===== src/rtl/mdu_pkg.sv =====
// Shared op codes, FSM encoding and default width for the multiply/divide unit.
// The ALU op decoder imports the same op codes.
package mdu_pkg;

  localparam int MDU_WIDTH = 32;

  localparam logic [2:0] OP_MULT  = 3'd0;
  localparam logic [2:0] OP_MULTU = 3'd1;
  localparam logic [2:0] OP_DIV   = 3'd2;
  localparam logic [2:0] OP_DIVU  = 3'd3;
  localparam logic [2:0] OP_MTHI  = 3'd4;
  localparam logic [2:0] OP_MTLO  = 3'd5;

  typedef enum logic [1:0] {
    S_IDLE = 2'd0,
    S_RUN  = 2'd1,
    S_FIX  = 2'd2,
    S_DONE = 2'd3
  } state_t;

  function automatic logic op_is_arith(input logic [2:0] op);
    return (op == OP_MULT) || (op == OP_MULTU) || (op == OP_DIV) || (op == OP_DIVU);
  endfunction

endpackage


===== src/rtl/mdu_seq_if.sv =====
// Issue/result bundle between the EX stage and the multiply/divide sequencer.
interface mdu_seq_if #(parameter int WIDTH = 32);
  // Handshake: start is taken on a rising edge only when the unit is idle or
  // in its done cycle and flush is low; there is no ready, so a start while
  // busy is dropped. done pulses for one cycle with hi/lo already updated.
  logic             start;
  logic [2:0]       op;
  logic [WIDTH-1:0] a;
  logic [WIDTH-1:0] b;
  logic             flush;
  logic             busy;
  logic             done;
  logic             div_by_zero;
  logic [WIDTH-1:0] hi;
  logic [WIDTH-1:0] lo;

  modport master (output start, op, a, b, flush,
                  input  busy, done, div_by_zero, hi, lo);
  modport slave  (input  start, op, a, b, flush,
                  output busy, done, div_by_zero, hi, lo);
endinterface


===== src/rtl/mdu_step.sv =====
// One radix-2 iteration: shift-add for multiply, restoring subtract for divide.
module mdu_step #(
  parameter int WIDTH = 32
) (
  input  logic             is_div,
  input  logic [WIDTH-1:0] w_hi,
  input  logic [WIDTH-1:0] w_lo,
  input  logic [WIDTH-1:0] b,
  output logic [WIDTH-1:0] n_hi,
  output logic [WIDTH-1:0] n_lo
);
  logic [WIDTH:0] sum;
  logic [WIDTH:0] shifted;
  logic [WIDTH:0] trial;

  always_comb begin
    sum     = {1'b0, w_hi} + (w_lo[0] ? {1'b0, b} : '0);
    shifted = {w_hi, w_lo[WIDTH-1]};
    trial   = shifted - {1'b0, b};
    n_hi    = '0;
    n_lo    = '0;
    if (is_div) begin
      // A borrow out of the trial subtract means the divisor did not fit.
      if (!trial[WIDTH]) begin
        n_hi = trial[WIDTH-1:0];
        n_lo = {w_lo[WIDTH-2:0], 1'b1};
      end else begin
        n_hi = shifted[WIDTH-1:0];
        n_lo = {w_lo[WIDTH-2:0], 1'b0};
      end
    end else begin
      n_hi = sum[WIDTH:1];
      n_lo = {sum[0], w_lo[WIDTH-1:1]};
    end
  end
endmodule


===== src/rtl/mdu_seq.sv =====
// Iterative MULT/MULTU/DIV/DIVU sequencer owning HI/LO; WIDTH steps on
// magnitudes, then a sign fix-up cycle before committing the result.
module mdu_seq
  import mdu_pkg::*;
#(
  parameter int WIDTH = MDU_WIDTH
) (
  input  logic        clk,
  input  logic        rst,
  mdu_seq_if.slave    bus,
  output state_t      state
);
  localparam int CW = $clog2(WIDTH) + 1;

  logic [CW-1:0]      count;
  logic [WIDTH-1:0]   w_hi, w_lo, w_b;
  logic [WIDTH-1:0]   n_hi, n_lo;
  logic               is_div, neg_q, neg_r;

  logic               accept, op_signed, op_div, neg_a, neg_b;
  logic [WIDTH-1:0]   abs_a, abs_b;
  logic [2*WIDTH-1:0] prod, prod_fix;
  logic [WIDTH-1:0]   q_fix, r_fix;

  always_comb begin
    accept    = bus.start && !bus.flush && (state == S_IDLE || state == S_DONE);
    op_signed = (bus.op == OP_MULT) || (bus.op == OP_DIV);
    op_div    = (bus.op == OP_DIV)  || (bus.op == OP_DIVU);
    neg_a     = op_signed && bus.a[WIDTH-1];
    neg_b     = op_signed && bus.b[WIDTH-1];
    abs_a     = neg_a ? -bus.a : bus.a;
    abs_b     = neg_b ? -bus.b : bus.b;
    prod      = {w_hi, w_lo};
    prod_fix  = neg_q ? -prod : prod;
    q_fix     = neg_q ? -w_lo : w_lo;
    r_fix     = neg_r ? -w_hi : w_hi;
  end

  mdu_step #(.WIDTH(WIDTH)) u_step (
    .is_div (is_div),
    .w_hi   (w_hi),
    .w_lo   (w_lo),
    .b      (w_b),
    .n_hi   (n_hi),
    .n_lo   (n_lo)
  );

  always_ff @(posedge clk) begin
    if (rst) begin
      state           <= S_IDLE;
      count           <= '0;
      w_hi            <= '0;
      w_lo            <= '0;
      w_b             <= '0;
      is_div          <= 1'b0;
      neg_q           <= 1'b0;
      neg_r           <= 1'b0;
      bus.busy        <= 1'b0;
      bus.done        <= 1'b0;
      bus.div_by_zero <= 1'b0;
      bus.hi          <= '0;
      bus.lo          <= '0;
    end else begin
      bus.done        <= 1'b0;
      bus.div_by_zero <= 1'b0;
      case (state)
        S_IDLE, S_DONE: begin
          state    <= S_IDLE;
          bus.busy <= 1'b0;
          if (accept) begin
            if (op_is_arith(bus.op)) begin
              if (op_div && bus.b == '0) begin
                // Divide by zero finishes immediately and leaves hi/lo alone.
                state           <= S_DONE;
                bus.done        <= 1'b1;
                bus.div_by_zero <= 1'b1;
              end else begin
                w_hi     <= '0;
                w_lo     <= abs_a;
                w_b      <= abs_b;
                is_div   <= op_div;
                neg_q    <= neg_a ^ neg_b;
                neg_r    <= neg_a;
                count    <= CW'(WIDTH);
                state    <= S_RUN;
                bus.busy <= 1'b1;
              end
            end else if (bus.op == OP_MTHI) begin
              bus.hi <= bus.a;
            end else if (bus.op == OP_MTLO) begin
              bus.lo <= bus.a;
            end
          end
        end
        S_RUN: begin
          if (bus.flush) begin
            state    <= S_IDLE;
            bus.busy <= 1'b0;
          end else begin
            w_hi  <= n_hi;
            w_lo  <= n_lo;
            count <= count - CW'(1);
            if (count == CW'(1)) state <= S_FIX;
          end
        end
        S_FIX: begin
          state    <= S_IDLE;
          bus.busy <= 1'b0;
          if (!bus.flush) begin
            if (is_div) begin
              bus.hi <= r_fix;
              bus.lo <= q_fix;
            end else begin
              bus.hi <= prod_fix[2*WIDTH-1:WIDTH];
              bus.lo <= prod_fix[WIDTH-1:0];
            end
            bus.done <= 1'b1;
            state    <= S_DONE;
          end
        end
        default: state <= S_IDLE;
      endcase
    end
  end
endmodule


===== src/flat_wrapper.sv =====
// flat-port wrapper written by rule: the top's interface ports become plain ports
module mdu_seq_flat import mdu_pkg::*;
#(
  parameter int WIDTH = MDU_WIDTH
)
  (clk, rst, state, bus_start, bus_op, bus_a, bus_b, bus_flush, bus_busy, bus_done, bus_div_by_zero, bus_hi, bus_lo);
  mdu_seq_if #(.WIDTH(WIDTH)) bus_i ();
  input  logic clk;
  input  logic rst;
  output state_t state;
  input wire logic [$bits(bus_i.start)-1:0] bus_start;
  input wire logic [$bits(bus_i.op)-1:0] bus_op;
  input wire logic [$bits(bus_i.a)-1:0] bus_a;
  input wire logic [$bits(bus_i.b)-1:0] bus_b;
  input wire logic [$bits(bus_i.flush)-1:0] bus_flush;
  output wire logic [$bits(bus_i.busy)-1:0] bus_busy;
  output wire logic [$bits(bus_i.done)-1:0] bus_done;
  output wire logic [$bits(bus_i.div_by_zero)-1:0] bus_div_by_zero;
  output wire logic [$bits(bus_i.hi)-1:0] bus_hi;
  output wire logic [$bits(bus_i.lo)-1:0] bus_lo;
  assign bus_i.start = bus_start;
  assign bus_i.op = bus_op;
  assign bus_i.a = bus_a;
  assign bus_i.b = bus_b;
  assign bus_i.flush = bus_flush;
  assign bus_busy = bus_i.busy;
  assign bus_done = bus_i.done;
  assign bus_div_by_zero = bus_i.div_by_zero;
  assign bus_hi = bus_i.hi;
  assign bus_lo = bus_i.lo;
  mdu_seq #(.WIDTH(WIDTH)) u_core (.clk(clk), .rst(rst), .bus(bus_i), .state(state));
endmodule

===== config.mk =====
export PLATFORM = sky130hd
export DESIGN_NAME = mdu_seq_flat
export DESIGN_NICKNAME = d
export VERILOG_FILES = /design/src/rtl/mdu_pkg.sv /design/src/rtl/mdu_seq_if.sv /design/src/rtl/mdu_step.sv /design/src/rtl/mdu_seq.sv /design/src/flat_wrapper.sv
export SDC_FILE = /design/constraint.sdc
export NUM_CORES = 1
export LEC_CHECK = 0
export ABC_AREA = 1
export CAP_MARGIN = 10
export CORE_MARGIN = 2
export CORE_UTILIZATION = 46
export DETAILED_ROUTE_END_ITERATION = 7
export GPL_TIMING_DRIVEN = 0
export HOLD_SLACK_MARGIN = 0.02
export PLACE_DENSITY_LB_ADDON = 0.2
export SYNTH_ARGS = -nofsm -noshare
export SYNTH_HDL_FRONTEND = slang
export SYNTH_SLANG_ARGS = --single-unit

===== constraint.sdc =====
create_clock -name clk -period 3.5 [get_ports clk]
set_input_delay 1.05 -clock clk [delete_from_list [all_inputs] [get_ports clk]]
set_output_delay 1.05 -clock clk [all_outputs]
set_load 0.01 [all_outputs]

After elaboration in Yosys (flattened, before gate mapping)
Index checks and enable logic that the tools add are counted.

word-level totals
  register bits after elaboration = 174
  latch bits = 0
  RAM bits = 0
  memory bits (read-only) = 0
  logic and storage cells = 122
  memories kept = 0

cells by class
  add/subtract/negate cells = 8
  multiply operators = 0
  div/mod/pow operators = 0
  order comparisons = 0
  equal/unequal tests = 20
  shift-type cells = 0
  mux-type cells = 55
  bitwise operators = 3
  reduce and logical (&&, ||, !) cells = 23

operator list
  kind                 count
  $mux 32              27
  $pmux 32 s2          4
  $neg 32->32          4
  $mux 64              1
  $neg 64->64          1
  $add 32x33->33       1
  $sub 33x32->33       1
  $logic_not 32->1     1
  $mux 6               4
  $mux 2               6
  $ne 2x2->1 const B   6
  $pmux 6 s2           1
  $reduce_and 5->1     2
  $mux 1               9
  $ne 2x1->1 const B   4
  $eq 3x2->1 const B   2
  $eq 3x3->1 const B   2
  $eq 6x1->1 const B   1
  $logic_or 1x1->1     6
  $pmux 2 s3           1
  $reduce_and 6->1     1
  $sub 6x1->6 const B  1
  $logic_and 1x1->1    5
  $eq 2x2->1 const B   2
  13 further kinds     16

Longest topological paths before layout
Gate-level depths: netlist (run 1).

  word-level depth = 8
  gate-level depth with buffers = 20

Modules after synthesis
Synthesis (run 1) repeated with hierarchy kept, for this count alone.

unflattened totals
  cell total of the unflattened synthesis = 3270
  area, all modules = 17867.1 µm²

by module, submodules not included
  module    times used  cells an instance  area each (µm²)
  mdu_seq   1           1961               11509.8
  mdu_step  1           1309               6357.3

Worst setup path after synthesis (run 1)
OpenSTA, ideal clock, no wires.

  kind = reg2reg
  from = register u_core.w_lo[0]
  to = register u_core.w_hi[17]
  library setup time = 0.132 ns
  arrival time = 2.476 ns
  required time = 3.368 ns
  setup slack = 0.892 ns
  cell stages (with the launch flop) = 20
  path buffers = 2
  clock period less this slack = 2.608 ns
  cells stage by stage = dfxtp_1 buf_6 clkbuf_1 nand2_1 inv_1 ha_1 inv_1 fa_1 o21ai_0 nand2_1 nand2_1 nand2_1 nand2_1 nand2_1 nand3_1 nand2_1 nor2_1 nor2_1 nand2_1 a21oi_2

on the way
  word-level cells in the longest chain between the ends = 5

ends and longest elaborated chain
  element                 line            text
  start, declared         mdu_seq.sv:16   logic [WIDTH-1:0] w_hi, w_lo, w_b;
  start signal, assigned  mdu_seq.sv:79   w_lo <= abs_a;
  start signal, assigned  mdu_seq.sv:101  w_lo <= n_lo;
  $mux 32                 mdu_step.sv:17  sum = {1'b0, w_hi} + (w_lo[0] ? {1'b0, b} : '0);
  $add 32x33->33          mdu_step.sv:17
  $mux 32                 mdu_step.sv:22  if (is_div) begin
  $mux 32                 mdu_seq.sv:96   if (bus.flush) begin
  $pmux 32 s2             mdu_seq.sv:66   case (state)
  end signal, assigned    mdu_seq.sv:100  w_hi <= n_hi;
  end, declared           mdu_seq.sv:16

No other way between the ends. The select of a mux whose other input is x is not followed.
A chain may end at the register's enable or synchronous reset.

Final worst setup path (run 1)
  from = register u_core.state[1]
  to = register u_core.bus.hi[14]

on the way
  word-level cells in the longest chain between the ends = 5
  elaborated cells on any way between the ends = 13

ends and longest elaborated chain
  element                                               line                          text
  start, declared                                       mdu_seq.sv:11                 output state_t state
  start signal, assigned                                mdu_seq.sv:50                 state <= S_IDLE;
  start signal, assigned                                mdu_seq.sv:68                 state <= S_IDLE;
  start signal, assigned                                mdu_seq.sv:74                 state <= S_DONE;
  $eq 2x2->1 / $logic_not 2->1 (equally long branches)  mdu_seq.sv:26, mdu_seq.sv:66
  $logic_or 1x1->1                                      mdu_seq.sv:26                 accept = bus.start && !bus.flush && (state == S_IDLE || state == S_DONE);
  $logic_and 1x1->1                                     mdu_seq.sv:26
  $ne 2x1->1 (no source line)                           --
  $reduce_and 5->1 (no source line)                     --
  end signal, assigned                                  mdu_seq.sv:89                 bus.hi <= bus.a;
  end signal, assigned                                  mdu_seq.sv:111                bus.hi <= r_fix;
  end signal, assigned                                  mdu_seq.sv:114                bus.hi <= prod_fix[2*WIDTH-1:WIDTH];
  end, declared                                         mdu_seq_if.sv:20              output busy, done, div_by_zero, hi, lo);

Parallel ways exist; a longest one is shown, timed or not.

==> results of run 1 <==
-- routing by layer --
layer	vias to the layer above	part of all wire (%)
li1	10200	-
met2	1262	45
met5	-	0
met1	9953	36
met4	0	10
met3	411	8.7
-- final timing paths --
kind                                                  endpoint  slack (ps)
worst max register to register  u_core.bus.hi[14]$_SDFFE_PP0P_          30
worst min register to register    u_core.count[5]$_SDFFE_PP0P_         500
worst max-delay path            u_core.bus.hi[14]$_SDFFE_PP0P_          30
worst min-delay path              u_core.count[5]$_SDFFE_PP0P_         500
-- Yosys cell counts (2+ instances only) --
cell        n  area share [%]
o211ai_1   12            0.53
nand4_1    37             1.4
a21o_1      4            0.18
clkinv_1    2           0.044
fa_1        2            0.23
o221a_2     3            0.20
buf_1      11            0.24
nand3_2     8            0.47
inv_1     448             9.8
nor3_1     22            0.64
nand3b_1   14            0.61
inv_2       9            0.20
or2_1       2           0.073
o21ai_0   263             7.7
or3_1       2           0.073
buf_2      10            0.29
nand2_2    19            0.69
nor2_2      9            0.33
and2_1      2           0.073
xnor2_1    10            0.51
nor4_1      4            0.15
nor3b_1     2           0.088
nor2_1    311             6.8
ha_1       72             5.3
a31oi_1    37             1.4
xor2_1     39             2.0
a21oi_2    10            0.51
nand2_4     7            0.46
a21oi_1   257             7.5
buf_4       3            0.13
clkbuf_1   86             1.9
o31ai_1     6            0.26
o21bai_1    8            0.35
o21ai_1     6            0.18
a211oi_1    5            0.22
nor3_2      2            0.12
dfxtp_1   174              20
o21a_1      4            0.18
nand2_1   791              17
nand3_1   321             9.4
or2_2      10            0.37
-- kinds of logic after synthesis --
group | count (synthesis) | synth area share [%]
AOI/OAI and AO/OA | 619 | 19.4
adders and majority gates | 74 | 5.50
xor gates and xnor gates | 49 | 2.51
and+or+nand+nor | 1567 | 39.3
DFF | 174 | 20.4
buffers and inverters | 572 | 12.9
-- repair_timing --
item / CTS / global route
hold buffers: 0 / 0
resized for setup: 3 / 16
endpoints found under the setup margin: 16 / 22
cloned: 0 / 0
setup buffers: 0 / 1
-- area by class of cell --
type                       instances  area [um^2]  share of cell area, %
sequential                       174         3480                   17.7
multi-input combinational       2309        11400                   57.9
clock inverter                    15          195                  0.989
timing repair buffer             139         1390                   7.04
tap                              468          586                   2.97
buffer                           113          493                   2.50
antenna                            1         2.50                 0.0127
clock buffer                      17          425                   2.16
inverter                         459         1730                   8.75
-- worst max-delay path, stage by stage (launching register included) --
cell,delay (ps)
dfxtp_1,410
ha_1,180
clkbuf_1,640
inv_1,460
nor2_1,180
o21ai_1,320
inv_1,310
clkbuf_1,520
o21ai_0,160
a31oi_1,190
-- cell usage in the layout (no fill, tap or decap), types with 9 or more instances in the layout --
| master | count |
|---|---|
| nand3b_1 | 14 |
| inv_1 | 447 |
| nand3_1 | 321 |
| or2_2 | 10 |
| nand2_1 | 791 |
| clkbuf_1 | 81 |
| nand4_1 | 37 |
| xnor2_1 | 10 |
| ha_1 | 72 |
| nor2_1 | 310 |
| buf_2 | 11 |
| nand2_2 | 19 |
| inv_2 | 9 |
| o21ai_0 | 261 |
| dfxtp_1 | 174 |
| clkbuf_16 | 17 |
| xor2_1 | 39 |
| a31oi_1 | 37 |
| o211ai_1 | 12 |
| a21oi_2 | 10 |
| nor3_1 | 22 |
| a21oi_1 | 257 |
| clkdlybuf4s50_1 | 138 |
-- flip-flops by register name (all words and copies together) (netlist names) --
signal	count
u_core.w_lo	32
u_core.neg_r	1
u_core.bus.busy	1
u_core.bus.lo	32
u_core.w_b	32
u_core.bus.done	1
u_core.is_div	1
u_core.w_hi	32
u_core.bus.div_by_zero	1
u_core.neg_q	1
u_core.state	2
u_core.count	6
u_core.bus.hi	32
-- metrics by stage --
stage	total power, mW	TNS, ps	hold slack (ps)	util (%)	instances
detailed placement	4.45	-25020	473	52.1	3661
CTS	6.43	0	484	53.8	3693
floorplan	3.64	0	444	-	3055
global placement	4.43	-22530	458	52.1	3661
finish	6.51	0	496	53.9	3695
global route	6.79	0	500	53.9	3694
-- power by group --
| group | internal [mW] | switching (mW) |
|---|---|---|
| registers | 2.08 | 0.143 |
| logic | 0.703 | 1.57 |
| clock network | 0.971 | 1.05 |
==> qor.yml, run 1 <==
status: "finished clean"
die_area_mm2: 0.0387
grt_pass1_wl_um: 121000
drtPass1Iterations: 7
wl_per_cell_um: 22.5
min_path_type: "reg -> reg"
port_buffers: 138
holdPathStages: 2
yosysUniqueCellTypes: 52
seq_area_frac_synth_pct: 20.4
grtUsageMet3_pct: 8.33
critPathKind: "reg -> reg"
cts_root_buffer: "clkbuf_16"
relSlewSlack_pct: 23.8
use_met1_pct: 46.2
start_kind: "flop"
drc: 0
routed_wl_um: 83300
pwr_density_cell_mw_per_mm2: 330
grt_busiest_layer: "met2"
grt_use_met2_pct: 69.1
place.gp.congestion: 1.08
path_max_fanout: 10
numCtsBuffers: 17
fin_skew_ps: 19.1
viasPerCell: 5.92
rows: 70
crit_required_ps: 3900
cts_tree: "yes"
cap_violations: 0
fin_ws_ps: 32.6
ys.warnings.count: 0
place_ws_ps: -777
final_area_mm2: 0.0197
synth_edf_count: 0
grt_max_degree: 21
r2r_cells: 9
dieHeight_um: 197
cp_data_arrival_time_ps: 3870
final.period_utilization_pct: 99.1
grt_usage_pct: 42.1
ant_nets: 0
finalMaxSlewViolations: 0
hold_viol_final: 0
p_leak_nw: 9.45
clk_pin_slew_ps: 90
grt_pass1_vias: 20300
design.core.area_mm2: 0.0366
peakVddDrop_v: 0.000340
htree_levels: 4
area_growth_syn_to_layout_pct: 15.3
fmax_mhz: 288
startpoint: "u_core.state[1]$_SDFFE_PP0P_"
post-route-min-period_ps: 3470
nFillCells: 3909
layout-drive-gt1-share_pct: 4.34
start_util_pct: 46.7
rsz0062_at_grt: "false"
nNetsFinal: 3358
antenna_found_initial: 0
syn_area_per_cell_um2: 5.60
die_w_um: 197
clk_path_buf_depth: 2
tightestPinTransition_ps: 1130
place_area_mm2: 0.0191
drt_iter0_markers: 2189
clkLatencyLatePin_ps: 480
synthFlopType: "dfxtp_1"
vias: 21900
dp_hpwl_um: 67400
min_from: "u_core.count[5]$_SDFFE_PP0P_"
syn_inst: 3055
r2r_start: "u_core.state[1]$_SDFFE_PP0P_"
ys_ff_latch: 174
clock_sinks: 174
synth_async_sr_flop_share_pct: 0
syn_area_mm2: 0.0171
ios: 140
grt_overflow: 0
syn_nets: 3200
end_kind: "flop"
final-setup-viol-count: 0
(Power assumes the default switching activity.)
==> inputs of run 2 (changes only) <==
CELL_PAD_IN_SITES_DETAIL_PLACEMENT = 1   (was not set)
CELL_PAD_IN_SITES_GLOBAL_PLACEMENT = 1   (was not set)
CORE_MARGIN = 4   (was 2)
CORE_UTILIZATION = 41   (was 46)
==> run 2 against run 1 <==
Effect of this change: count of clock-buffer cells in the layout stayed put; register-to-register slack better by 40 ps; global-route usage is 2.2 points lower; clock skew is 3.4 ps higher; maximum frequency hardly changed; largest power group unchanged; first-iteration DRC count is 18% lower.
==> qor.yml, run 2 (synthesized netlist as in run 1, its figures left out) <==
cp_data_arrival_time_ps: 3880  # was 3870 ps
nNetsFinal: 3355  # was 3,358
grt_max_degree: 21  # unchanged
path_cells: "clkdlybuf4s50_1 > inv_1 > o21ai_0 > nand3_1 > inv_1 > clkbuf_1 > o21ai_0 > a31oi_1"  # was ha_1 > clkbuf_1 > inv_1 > nor2_1 > o21ai_1 > inv_1 > clkbuf_1 > o21ai_0 > a31oi_1
start_util_pct: 41.7  # was 46.7%
holdPathStages: 2  # unchanged
end_kind: "flop"  # unchanged
place_area_mm2: 0.0191  # about the same
ios: 140  # unchanged
crit_required_ps: 3920  # was 3900 ps
start_kind: "input port"  # was flop
grt_pass1_wl_um: 136000  # was 121,000 um
place.gp.congestion: 1.00  # was 1.08
clkLatencyLatePin_ps: 500  # was 480 ps
numCtsBuffers: 17  # unchanged
wl_per_cell_um: 24.5  # was 22.5 um
viasPerCell: 5.89  # was 5.92
min_from: "u_core.count[5]$_SDFFE_PP0P_"  # unchanged
finalMaxSlewViolations: 0  # unchanged
cts_tree: "yes"  # unchanged
port_buffers: 138  # unchanged
p_leak_nw: 9.44  # was 9.45 nW
die_w_um: 212  # was 197 um
routed_wl_um: 92100  # was 83,300 um
status: "finished clean"  # unchanged
path_buf_inv: 4  # unchanged
grt_pass1_vias: 22800  # was 20,300
dp_cells: 3725  # was 3,661
layout-drive-gt1-share_pct: 4.28  # was 4.34%
path_max_fanout: 10  # unchanged
area_growth_syn_to_layout_pct: 15.7  # was 15.3%
antenna_found_initial: 2  # was 0
final_area_mm2: 0.0198  # was 0.0197 mm^2
vias: 22100  # was 21,900
post-route-min-period_ps: 3470  # about the same
cts_root_buffer: "clkbuf_16"  # unchanged
dieHeight_um: 212  # was 197 um
regToRegEndpoint: "u_core.bus.hi[7]$_SDFFE_PP0P_"  # was u_core.bus.hi[14]$_SDFFE_PP0P_
dp_hpwl_um: 75300  # was 67,400 um
final.period_utilization_pct: 99.0  # was 99.1%
final-setup-viol-count: 0  # unchanged
rows: 74  # was 70
design.core.area_mm2: 0.0410  # was 0.0366 mm^2
holdPathEnd: "u_core.count[5]$_SDFFE_PP0P_"  # unchanged
critPathSlowestCell: "clkbuf_1"  # unchanged
r2r_start: "u_core.state[0]$_SDFFE_PP0P_"  # was u_core.state[1]$_SDFFE_PP0P_
critPathMaxStageDelay_ps: 610  # was 640 ps
final_cell_mix: "nand2_1 (791), inv_1 (448), nand3_1 (321)"  # was nand2_1 (791), inv_1 (447), nand3_1 (321)
clk_pin_slew_ps: 80  # was 90 ps
fmax_mhz: 288  # about the same
min_path_type: "reg -> reg"  # unchanged
grt_overflow: 0  # unchanged
peakVddDrop_v: 0.000364  # was 0.000340 V
cap_violations: 0  # unchanged
antenna_cells: 0  # was 1
postCtsSetupBuffers: 0  # unchanged
r2r_cells: 9  # unchanged
critPathKind: "in -> reg"  # was reg -> reg
relSlewSlack_pct: 18.4  # was 23.8%
regToRegSetupSlack_ps: 70  # was 30 ps
ant_nets: 0  # unchanged
pwr_density_cell_mw_per_mm2: 335  # was 330 mW/mm^2
tightestPinTransition_ps: 1210  # was 1130 ps
final_common_cell: "nand2_1"  # unchanged
rsz0062_at_grt: "true"  # was false
hold_viol_final: 0  # unchanged
die_area_mm2: 0.0450  # was 0.0387 mm^2
htree_levels: 4  # unchanged
grt_usage_pct: 39.9  # was 42.1%
finalPower_mw: 6.63  # was 6.51 mW
stdcell_count: 3755  # was 3,695
clk_path_buf_depth: 2  # unchanged
crit_family: "buffers and inverters"  # unchanged
drc: 0  # unchanged
drtPass1Iterations: 6  # was 7
drt_iter0_markers: 1794  # was 2,189
clock_sinks: 174  # unchanged
fin_skew_ps: 22.5  # was 19.1 ps
[run 2: layout make-up]
class	instances	area, um^2
plain buffers	111	483
well taps	532	666
clock inverters	15	189
clock buffers	17	425
fillers	5893	21200
flip-flops and latches	174	3480
inverters	459	1720
repair buffers	138	1380
multi-input cells	2309	11400
[run 2: per-layer routing]
metal,global-route usage [%],share of wire (%),vias up
li1,-,-,10200
met1,44.5,38,10700
met2,66.9,47,879
met3,6.63,5.8,364
met4,32.2,9.7,2
met5,0,0.013,-
[run 2: where the power goes]
part,internal [mW],leakage [nW],switching (mW)
logic,0.703,7.73,1.64
registers,2.08,1.42,0.144
clock network,0.974,0.298,1.09
[run 2: through the flow]
| step | hold WS [ps] | setup WS (ps) | utilization (%) | setup TNS, ps |
|---|---|---|---|---|
| after global routing | 516 | -12.6 | 48.2 | -20.1 |
| final | 487 | 33.6 | 48.2 | 0 |
| after floorplan | 444 | 892 | - | 0 |
| after CTS | 487 | 63.3 | 48.2 | 0 |
| after global placement | 457 | -754 | 46.7 | -36980 |
| after detailed placement | 475 | -827 | 46.7 | -45170 |
[run 2: worst register-to-register path, delay by kind of cell (launching register included)]
kind	cells	cell delay [ps]
simple gates	1	100
buf+inv	4	1250
fa+ha+maj	1	450
compound gates	3	1080
flops	1	410
[run 2: how the worst max path moves through the flow]
stage,from,to,cells past startpoint
floorplan,u_core.w_lo[0]$_SDFFE_PP0P_,u_core.w_hi[17]$_SDFFE_PP0P_,19
global route,bus_op[2],u_core.bus.lo[13]$_SDFFE_PP0P_,8
CTS,bus_op[2],u_core.w_lo[30]$_SDFFE_PP0P_,13
detailed placement,bus_op[2],u_core.w_lo[29]$_SDFFE_PP0P_,9
global placement,bus_op[2],u_core.w_lo[29]$_SDFFE_PP0P_,9
finish,bus_op[2],u_core.bus.lo[3]$_SDFFE_PP0P_,8
[run 2: timing repair]
item | 4_1_cts | 5_1_grt
endpoints found under the setup margin | 48 | 12
hold buffers | 0 | 0
gates resized for setup | 7 | 5
endpoints found under the hold margin | 0 | 0
